==> config.mk <==
export PLATFORM = sky130hd
export DESIGN_NAME = blit_mem_ctl
export DESIGN_NICKNAME = d
export VERILOG_FILES = /design/src/rtl/blit_mem_ctl.sv
export SDC_FILE = /design/constraint.sdc
export NUM_CORES = 1
export LEC_CHECK = 0
export ABC_AREA = 1
export BUFFER_PORTS_ARGS = -buffer_cell sky130_fd_sc_hd__buf_2
export CAP_MARGIN = 20
export CORE_MARGIN = 3
export CORE_UTILIZATION = 35
export CTS_CLUSTER_SIZE = 28
export DETAILED_ROUTE_END_ITERATION = 8
export GPL_ROUTABILITY_DRIVEN = 0
export PLACE_DENSITY = 0.56
export REMOVE_ABC_BUFFERS = 1
export SYNTH_ARGS = -nofsm -noshare
export SYNTH_HDL_FRONTEND = slang
export SYNTH_SLANG_ARGS = --single-unit
export TNS_END_PERCENT = 50
==> constraint.sdc <==
create_clock -name clk -period 3.3 [get_ports clk]
set_clock_uncertainty 0.1 [all_clocks]
set_input_delay 0.165 -clock clk [delete_from_list [all_inputs] [get_ports clk]]
set_output_delay 0.165 -clock clk [all_outputs]
set_load 0.03 [all_outputs]
==> src/rtl/blit_mem_ctl.sv <==
// blit_mem_ctl: the blitter's memory-cycle controller.
// Requests from the blitter address/data units go into a small circular
// queue. The head entry is presented on the shared bus while the bus is
// granted. Reads that have been accepted are counted until their data
// strobes return.
//
// Handshake (req side): a request transfers on a rising edge where
// req_valid and req_ready are both high. req_ready depends only on the
// registered occupancy, never on req_valid. A request offered while the
// queue is full is not taken; the blitter keeps req_valid and the fields
// stable until it sees req_ready.
module blit_mem_ctl #(
  parameter int ADDR_W = 24,
  parameter int QDEPTH = 2,
  parameter int RD_MAX = 3
) (
  input  logic              clk,
  input  logic              reset_n,
  input  logic              req_valid,
  input  logic              req_write,
  input  logic [ADDR_W-1:0] req_addr,
  input  logic [3:0]        req_width,
  input  logic              req_justify,
  output logic              req_ready,
  input  logic              bus_grant,
  input  logic              ack,
  input  logic              rdack,
  output logic [ADDR_W-1:0] addr_out,
  output logic [ADDR_W-1:0] addr_oe,
  output logic [3:0]        width_out,
  output logic [3:0]        width_oe,
  output logic              justify_out,
  output logic              justify_oe,
  output logic              read_out,
  output logic              read_oe,
  output logic              mreq_out,
  output logic              mreq_oe,
  output logic              active,
  output logic              wactive,
  output logic              memidle,
  output logic              blitack,
  output logic              memready,
  output logic              read_ack
);

  localparam int PTR_W = $clog2(QDEPTH);
  localparam int CNT_W = PTR_W + 1;
  localparam int RD_W  = $clog2(RD_MAX + 1);

  // Queue storage: one entry is {write, addr, width, justify}
  logic [QDEPTH-1:0] q_write;
  logic [ADDR_W-1:0] q_addr    [QDEPTH];
  logic [3:0]        q_width   [QDEPTH];
  logic [QDEPTH-1:0] q_justify;

  logic [PTR_W-1:0]  wr_ptr;
  logic [PTR_W-1:0]  rd_ptr;
  logic [CNT_W-1:0]  count;
  logic [RD_W-1:0]   rd_pend;

  logic              not_empty;
  logic              head_write;
  logic              head_blocked;
  logic              issue;
  logic              push;
  logic              pop;
  logic              rd_issue;

  // Head decode, issue decision and the combinational bus strobes
  always_comb begin
    not_empty    = (count != '0);
    head_write   = q_write[rd_ptr];
    // A read at the head waits while the read tracker is saturated;
    // a write at the head is never held back by outstanding reads.
    head_blocked = ~head_write & (rd_pend == RD_W'(RD_MAX));
    issue        = not_empty & ~head_blocked;
    req_ready    = (count < CNT_W'(QDEPTH));
    push         = req_valid & req_ready;
    blitack      = ack & bus_grant & issue;
    pop          = blitack;
    rd_issue     = pop & ~head_write;
    read_ack     = rdack & (rd_pend != '0);
    active       = not_empty | (rd_pend != '0);
    memidle      = ~active;
    memready     = blitack & active;
    wactive      = not_empty & head_write;
  end

  // Bus drivers: head fields are driven whenever granted, even with mreq low
  always_comb begin
    addr_out    = q_addr[rd_ptr];
    width_out   = q_width[rd_ptr];
    justify_out = q_justify[rd_ptr];
    read_out    = ~head_write;
    mreq_out    = issue;
    addr_oe     = {ADDR_W{bus_grant}};
    width_oe    = {4{bus_grant}};
    justify_oe  = bus_grant;
    read_oe     = bus_grant;
    mreq_oe     = bus_grant;
  end

  // Queue payload write; contents need no reset because count gates use
  always_ff @(posedge clk) begin
    if (push) begin
      q_write[wr_ptr]   <= req_write;
      q_addr[wr_ptr]    <= req_addr;
      q_width[wr_ptr]   <= req_width;
      q_justify[wr_ptr] <= req_justify;
    end
  end

  // Pointers, occupancy and outstanding-read counter
  always_ff @(posedge clk) begin
    if (!reset_n) begin
      wr_ptr  <= '0;
      rd_ptr  <= '0;
      count   <= '0;
      rd_pend <= '0;
    end else begin
      if (push) wr_ptr <= wr_ptr + PTR_W'(1);
      if (pop)  rd_ptr <= rd_ptr + PTR_W'(1);
      case ({push, pop})
        2'b10:   count <= count + CNT_W'(1);
        2'b01:   count <= count - CNT_W'(1);
        default: count <= count;
      endcase
      // A read leaving the queue and a returning strobe cancel out
      case ({rd_issue, read_ack})
        2'b10:   rd_pend <= rd_pend + RD_W'(1);
        2'b01:   rd_pend <= rd_pend - RD_W'(1);
        default: rd_pend <= rd_pend;
      endcase
    end
  end

endmodule
## Yosys cells after proc, flatten, opt, wreduce, memory -nomap -nowiden

Memory sizes are Yosys's and may differ from the RTL's. A register that Yosys moved wholly into a read port is not among the register bits.
Index checks and enable logic that the tools add are counted.

- Equality and inequality tests: 5
- Magnitude comparators: 4
- Bitwise gates (word level): 13
- Mux-type cells: 16
- Reductions and logical operators: 5
- Add/sub/neg operators: 6

Operators with widths:

| kind | number |
|---|---|
| $mux W1 | 11 |
| $and A1 B1 Y1 | 9 |
| $pmux W2 S2 | 2 |
| $reduce_bool A2 Y1 | 4 |
| $eq A2 B2 Y1 const B | 3 |
| $add A2 B1 Y2 const B | 2 |
| $bwmux W2 | 2 |
| $eq A2 B1 Y1 const B | 2 |
| $lt A1 B2 Y1 const B | 2 |
| $sub A2 B1 Y2 const B | 2 |
| $not A1 Y1 | 3 |
| $add A1 B1 Y1 const B | 2 |
| $lt A2 B2 Y1 const B | 1 |
| $demux W1 S1 | 1 |
| $ge A1 B1 Y1 const B | 1 |
| $logic_and A1 B1 Y1 | 1 |
| $or A1 B1 Y1 | 1 |

- Register bits after elaboration: 10
- Logic and storage cells: 57
- Bits of input ports: 36
- Output and inout bits: 69
- Memories: 2
- Bits in writable memories: 56

Memory list:

| name | depth | width | rd ports | clocked after Yosys merged registers in | write ports | line | text |
|---|---|---|---|---|---|---|---|
| q_addr | 2 | 24 | 1 | 1 | 1 | 52 | `logic [ADDR_W-1:0] q_addr [QDEPTH];` |
| q_width | 2 | 4 | 1 | 1 | 1 | 53 | `logic [3:0] q_width [QDEPTH];` |

## Depth between registers and ports, before layout

Gate-level depths: netlist of the first run.

- Word-level depth: 10
- Depth in mapped cells: 11
- Mapped depth without buffers: 11

## Least setup slack after synthesis of the first run

No wires, ideal clock.

- Path kind: register to register
- Start point: register count[1]
- End point: memory q_addr[1][0], enable pin
- Clock period less this slack: 2.546 ns
- Data required time: 2.781 ns
- Arrival time: 2.027 ns
- Path buffers: 0
- Slack: 0.754 ns
- Setup time: 0.419 ns
- Cell stages (with the launch flop): 4
- Cells stage by stage: dfxtp_1 > inv_1 > nand2_1 > nor2_1

- Longest elaborated chain between the ends: 4

RTL lines:

| item | line | text |
|---|---|---|
| start: declaration | 58 | `logic [CNT_W-1:0] count;` |
| start signal: assignment | 124 | `2'b10: count <= count + CNT_W'(1);` |
| start signal: assignment | 125 | `2'b01: count <= count - CNT_W'(1);` |
| start signal: assignment | 126 | `default: count <= count;` |
| $lt A2 B2 Y1 | 77 | `req_ready = (count < CNT_W'(QDEPTH));` |
| named net req_ready | 24 | `output logic req_ready,` |
| $and A1 B1 Y1 | 78 | `push = req_valid & req_ready;` |
| $mux W1 | 105 | `if (push) begin` |
| $mux W1 (not written as such) | 107 | `q_addr[wr_ptr] <= req_addr;` |
| end: declaration | 52 |  |

The timed path passes the listed nets, and every way through them passes these cells.

==> results.json, run 1 <==
{
  "outcome": "finished, final reports clean",
  "antenna_found_initial": 0,
  "num_vias": 1675,
  "io_buffers": 104,
  "cp-end-kind": "output port",
  "hpwl_um": 3490,
  "ys_types": 19,
  "hold_end": "rd_pend[1]",
  "ys_seq_elements": 67,
  "final_net_count": 335,
  "die_w_um": 96.7,
  "tritoncts": "yes",
  "die_h_um": 96.7,
  "routedWlPerCell_um": 12.5,
  "rsz0062_at_grt": "no",
  "ff2ff_setup_slack_ns": 1.44,
  "cts_root_buf": "clkbuf_8",
  "fin_crit_sh_pct": 64.2,
  "overflow": 0,
  "syn_area_mm2": 0.00288,
  "synthCells": 186,
  "critical_path_required_ns": 3.03,
  "tightest_slew_ns": 0.926,
  "drive_gt1_share_pct": 50.3,
  "clk_latency_ns": 0.33,
  "cts_max_level": 3,
  "grt_usage_pct": 11.0,
  "fmax_ghz": 0.472,
  "postSynthAreaPerCell_um2": 15.5,
  "viasPerCell": 4.15,
  "ir_worst_vdd_mv": 0.323,
  "grt_pass1_vias": 1679,
  "crit_type": "reg -> out",
  "ant_nets": 0,
  "cts_made_buffers": 9,
  "io_pins": 105,
  "hp-class": "in -> reg",
  "period_needed_ns": 2.12,
  "antennaDiodeCount": 0,
  "hold_viol_final": 0,
  "critPathLaunchType": "flip-flop",
  "grt_first_pass_wirelength_um": 8190,
  "num_rows": 32,
  "clock-sinks": 67,
  "grt_max_degree": 33,
  "fin_setup_tns_ns": 0,
  "wl_um": 5060,
  "hold_depth": 3,
  "yosysWarnings": 0,
  "maxCapViolations": 0,
  "n_fill_cell": 731,
  "cp.arrival_ns": 1.85,
  "r2r-start": "count[1]",
  "worstRegToRegCells": 3,
  "fp.coreArea_mm2": 0.00785,
  "final_max_slew_viol_count": 0,
  "relSlewSlack_pct": 38.1,
  "worstHoldStart": "reset_n",
  "area_growth_pct": 30.9,
  "dpl_cell_area_mm2": 0.00328,
  "clock_path_buffers": 2,
  "design.die.area_mm2": 0.00935,
  "p_leak_nw": 1.61,
  "crit_fanout": 28,
  "initial_core_util_pct": 36.7,
  "drt_iter0_markers": 67,
  "setup_viol": 0,
  "clk_pin_slew_ns": 0.07,
  "post_cts_buffers": 0,
  "r2r_end": "q_addr[1][13]",
  "yosysSeqAreaShare_pct": 67.4,
  "fin_area_mm2": 0.00377,
  "drc": 0,
  "dr.pass1.iters": 4,
  "p_per_area_mw_per_mm2": 577
}
==> power by group <==
| group | internal, mW | leakage [nW] | switching, mW |
|---|---|---|---|
| Sequential | 1.01 | 0.618 | 0.0367 |
| Combinational | 0.177 | 0.895 | 0.312 |
| Clock | 0.350 | 0.0966 | 0.294 |
==> worst max path at each step <==
stage               from             to  slack [ns]  cells after the start
2_1_floorplan   count[1]   q_addr[1][0]        0.75                      3
5_1_grt        flip-flop    addr_out[2]        1.07                      2
6_report       flip-flop    addr_out[5]        1.18                      2
3_3_place_gp    count[1]  q_addr[1][15]        1.49                      3
3_5_place_dp    count[1]  q_addr[1][15]        1.44                      3
4_1_cts        flip-flop    addr_out[5]        1.14                      2
==> timing repair <==
action | in CTS | in global routing
hold buffers | 30 | 0
resized for setup | 0 | 0
hold endpoints to repair | 60 | 0
==> placed cells by master, fill, tap and decap left out, drive strengths merged, types with 2 or more instances in the layout <==
cell	n
nor2	7
clkbuf	10
clkinv	3
mux2	28
dfxtp	7
o21ai	3
dlygate4sd3	30
nand3	2
inv	16
nor3	2
xor2	3
edfxtp	60
ha	2
nand2	15
buf	104
a21oi	5
==> registers in the layout, indices dropped and copies added, names as in the netlist, named ones only <==
register / cells
q_justify: 2
count: 2
q_addr: 48
rd_pend: 2
q_write: 2
rd_ptr: 1
q_width: 8
wr_ptr: 1
==> metal layers <==
metal	track usage [%]	vias to the layer above	part of all wire [%]
li1	-	845	-
met1	13.6	767	42
met3	4.83	5	6.8
met4	2.48	0	0.81
met2	18.0	58	50
met5	0	-	0
==> cell type report <==
class,instances,area (µm²),area share (%)
clock buffers,10,128,3.39
clock inverters,6,65.1,1.73
repair buffers,134,821,21.8
well taps,102,128,3.39
multi-input cells,70,629,16.7
flip-flops and latches,67,1940,51.5
inverters,15,56.3,1.49
==> stage by stage <==
stage / setup WS, ns / power [mW] / hold slack, ns / cells / util, %
finish: 1.18 / 2.17 / 0.0189 / 404 / 48.0
global route: 1.07 / 2.27 / 0.00533 / 404 / 48.0
CTS: 1.14 / 2.20 / 0.00252 / 404 / 48.0
detailed placement: 1.44 / 1.53 / 0.258 / 358 / 41.8
global placement: 1.49 / 1.53 / 0.255 / 358 / 41.8
floorplan: 0.754 / 1.34 / 0.164 / 152 / -
==> critical path, stage by stage, from the launching register on <==
cell and delay (ns):
dfxtp_2 0.91, mux2_2 0.42, buf_2 0.18
==> cells in the mapped netlist <==
master | instances | area share [%]
nor2_1 | 7 | 0.91
buf_6 | 3 | 1.2
a21oi_1 | 5 | 0.87
mux2_2 | 8 | 3.1
buf_4 | 31 | 8.1
nand2_1 | 15 | 2.0
nand4_1 | 1 | 0.22
dfxtp_1 | 7 | 4.9
mux2_4 | 20 | 10
xor2_1 | 3 | 0.91
nor3_1 | 2 | 0.35
edfxtp_1 | 60 | 63
and2_1 | 1 | 0.22
o21a_1 | 1 | 0.26
ha_1 | 2 | 0.87
o21ai_1 | 1 | 0.17
inv_1 | 15 | 2.0
nand3_2 | 2 | 0.70
o21ai_0 | 2 | 0.35
==> kinds of logic after synthesis <==
family / synth area share (%)
buffers and inverters: 11.2
and+or+nand+nor: 4.35
DFF: 67.4
xor gates and xnor gates: 0.913
adders and majority gates: 0.869
muxes: 13.6
AOI/OAI and AO/OA: 1.65
(Power assumes the default switching activity.)
==> run 2: changes to the inputs <==
--- a/config.mk
+++ b/config.mk
@@ -5,7 +5,7 @@
 export SDC_FILE = /design/constraint.sdc
 export NUM_CORES = 1
 export LEC_CHECK = 0
-export ABC_AREA = 1
+export ABC_AREA = 0
 export BUFFER_PORTS_ARGS = -buffer_cell sky130_fd_sc_hd__buf_2
 export CAP_MARGIN = 20
 export CORE_MARGIN = 3
@@ -13,7 +13,7 @@
 export CTS_CLUSTER_SIZE = 28
 export DETAILED_ROUTE_END_ITERATION = 8
 export GPL_ROUTABILITY_DRIVEN = 0
-export PLACE_DENSITY = 0.56
+export PLACE_DENSITY = 0.59
 export REMOVE_ABC_BUFFERS = 1
 export SYNTH_ARGS = -nofsm -noshare
 export SYNTH_HDL_FRONTEND = slang
==> constraint.sdc (replaced) <==
create_clock -name clk -period 1.8 [get_ports clk]
set_clock_uncertainty 0.1 [all_clocks]
set_input_delay 0.09 -clock clk [delete_from_list [all_inputs] [get_ports clk]]
set_output_delay 0.09 -clock clk [all_outputs]
set_load 0.03 [all_outputs]
==> results.json, run 2 <==
{
  "grt_max_degree": 32,
  "cts_root_buf": "clkbuf_8",
  "ff2ff_setup_slack_ns": -0.09,
  "p_total_mw": 4.70,
  "tightest_slew_ns": 0.311,
  "synth-simple-area-share_pct": 2.84,
  "combPwrFrac_pct": 32.5,
  "cp.arrival_ns": 2.06,
  "num_rows": 31,
  "clock-sinks": 67,
  "yosysMostFrequentCell": "edfxtp_1",
  "clk_latency_ns": 0.33,
  "fp.coreArea_mm2": 0.00745,
  "grt_first_pass_wirelength_um": 7790,
  "tritoncts": "yes",
  "synth_adder_area_share_pct": 0.903,
  "viasPerCell": 4.34,
  "critical_path_required_ns": 1.97,
  "final_cell_mix": "buf_2 (104), edfxtp_1 (60), dlygate4sd3_1 (31)",
  "synth_top_area_cell": "edfxtp_1",
  "synth_compound_area_share_pct": 2.21,
  "p_per_area_mw_per_mm2": 1220,
  "die_h_um": 95.0,
  "final_common_cell": "buf_2",
  "area_growth_pct": 39.0,
  "num_vias": 1743,
  "ant_nets": 0,
  "hold_depth": 5,
  "routedWlPerCell_um": 12.9,
  "dpl_cell_area_mm2": 0.00332,
  "wl_um": 5190,
  "fin_crit_sh_pct": 105,
  "crit_fanout": 4,
  "synthCells": 168,
  "setup_viol": 2,
  "synth_top_family_by_area": "multiplexers",
  "ys_seq_elements": 67,
  "synth_ff_type": "edfxtp_1",
  "slowest_delay_ns": 0.36,
  "drive_gt1_share_pct": 57.1,
  "dr.pass1.iters": 3,
  "yosysSeqAreaShare_pct": 70.1,
  "clock_path_buffers": 2,
  "holdWs_ns": 0.176,
  "final_net_count": 336,
  "p_leak_nw": 1.56,
  "hp-class": "in -> reg",
  "netlist_top_cells_area": "edfxtp_1 (65%), mux2_2 (12%), buf_4 (8.4%)",
  "cts_made_buffers": 9,
  "drc": 0,
  "io_pins": 105,
  "synth_xor_area_share_pct": 1.58,
  "fmax_ghz": 0.528,
  "cp-end-kind": "flip-flop",
  "synthMuxAreaShare_pct": 12.9,
  "ys_types": 22,
  "antennaDiodeCount": 0,
  "hpwl_um": 3600,
  "design.die.area_mm2": 0.00902,
  "worstRegToRegCells": 7,
  "postSynthAreaPerCell_um2": 16.5,
  "r2r_end": "rd_pend[1]",
  "hold_end": "wr_ptr",
  "clkPwrFrac_pct": 25.1,
  "synth_top_area_share_pct": 65.0,
  "syn_area_mm2": 0.00277,
  "outcome": "finished with violations",
  "final_max_slew_viol_count": 0,
  "largest_register": "q_addr",
  "die_w_um": 95.0,
  "async_flop_share_pct": 0,
  "cp_cell_sequence": "mux2i_2 > a311oi_4 > nand2_1 > ha_4 > xnor2_1 > or3_1 > a21oi_2",
  "largest_register_ffs": 48,
  "fin_area_mm2": 0.00385,
  "intPower_mw": 3.14,
  "antenna_found_initial": 0,
  "period_needed_ns": 1.89,
  "fin_setup_tns_ns": -0.115,
  "yosysWarnings": 0,
  "io_buffers": 104,
  "initial_core_util_pct": 37.2,
  "grt_usage_pct": 11.7,
  "worstHoldStart": "req_valid",
  "maxCapViolations": 0,
  "grt_pass1_vias": 1775,
  "drt_iter0_markers": 28,
  "synth-edff-count": 60,
  "ir_worst_vdd_mv": 0.798,
  "r2r-start": "rd_ptr",
  "cpMaxStageDelayCell": "a311oi_4",
  "power_switching_mw": 1.56,
  "clk_pin_slew_ns": 0.07,
  "crit_type": "reg -> reg",
  "synth_common_cells": "edfxtp_1 (60), buf_4 (31), mux2_2 (29)",
  "violations": "setup timing",
  "relSlewSlack_pct": 79.3,
  "critPathLaunchType": "flip-flop",
  "setup_ws_ns": -0.0941,
  "sw_frac_of_total_pct": 33.2,
  "cts_max_level": 3,
  "seq_power_share_pct": 42.4,
  "hold_viol_final": 0,
  "rsz0062_at_grt": "yes",
  "overflow": 0,
  "top_regs": "q_addr x48, q_width x8"
}
run 2: changes by cell type after synthesis, sizes merged, moves of 3 or more:
cell | previous run | this run
a21oi | 5 | 2
nand2 | 15 | 4
mux2i | 0 | 3
inv | 15 | 3
run 2: critical path: cells and delay by family (launching register included):
kind	cells	cell delay, ns
compound gates	2	0.47
simple gates	2	0.46
flops	1	0.33
mux	1	0.17
fa+ha+maj	1	0.17
xor+xnor	1	0.13
run 2: power by group through the flow:
stage	Clock [mW]	Combinational (mW)	Sequential (mW)
6_report	1.18	1.53	1.99
5_1_grt	1.29	1.63	2.01
4_1_cts	1.23	1.53	2.00
3_5_place_dp	0	1.47	2.03
3_3_place_gp	0	1.47	2.02
2_1_floorplan	0	0.833	2.05
run 2: layout make-up:
class / count / area, µm²
tap: 99 / 124
clock buffer: 9 / 124
inverter: 3 / 11.3
sequential: 67 / 1940
timing repair buffer: 154 / 990
clock inverter: 7 / 67.6
fill: 650 / 3590
multi-input combinational: 63 / 593
run 2: repair_timing:
item / CTS / global route
gates resized for setup: 2 / 4
hold endpoints to repair: 65 / 0
hold buffers: 31 / 0
setup endpoints to repair: 3 / 5
setup buffers: 0 / 1
pin swaps: 6 / 3
run 2: layer usage:
layer	GRT usage (%)	up-vias	wire, µm	share of wire, %
met2	19.8	91	2460	47
met4	5.41	0	102	2.0
met5	0	-	0	0
met1	13.3	797	2190	42
met3	3.82	10	434	8.4
li1	-	845	-	-
run 2: worst max path at each step:
stage           start          to  cells after the start  slack, ns
6_report       rd_ptr  rd_pend[1]                      7      -0.09
5_1_grt        rd_ptr  rd_pend[1]                      7      -0.18
4_1_cts        rd_ptr  rd_pend[1]                      6      -0.07
3_5_place_dp   rd_ptr  rd_pend[1]                      6      -0.09
3_3_place_gp   rd_ptr  rd_pend[1]                      6      -0.06
2_1_floorplan  rd_ptr    count[1]                      5      -0.80
run 2: cell families (layout without fill, tap and decap cells):
logic type,after synthesis,in the layout
adder cells (fa/ha/maj),2,2
XOR/XNOR,5,5
buffers and inverters,38,173
AND/OR/NAND/NOR,17,17
AO/OA/AOI/OAI,7,7
flip-flops,67,67
multiplexers,32,32
run 2: metrics by stage:
step           util, %  std cells  setup slack (ns)
2_1_floorplan        -        133            -0.796
3_3_place_gp      44.6        354           -0.0650
3_5_place_dp      44.6        354           -0.0851
4_1_cts           51.4        401           -0.0711
5_1_grt           51.7        402            -0.176
6_report          51.7        402           -0.0941
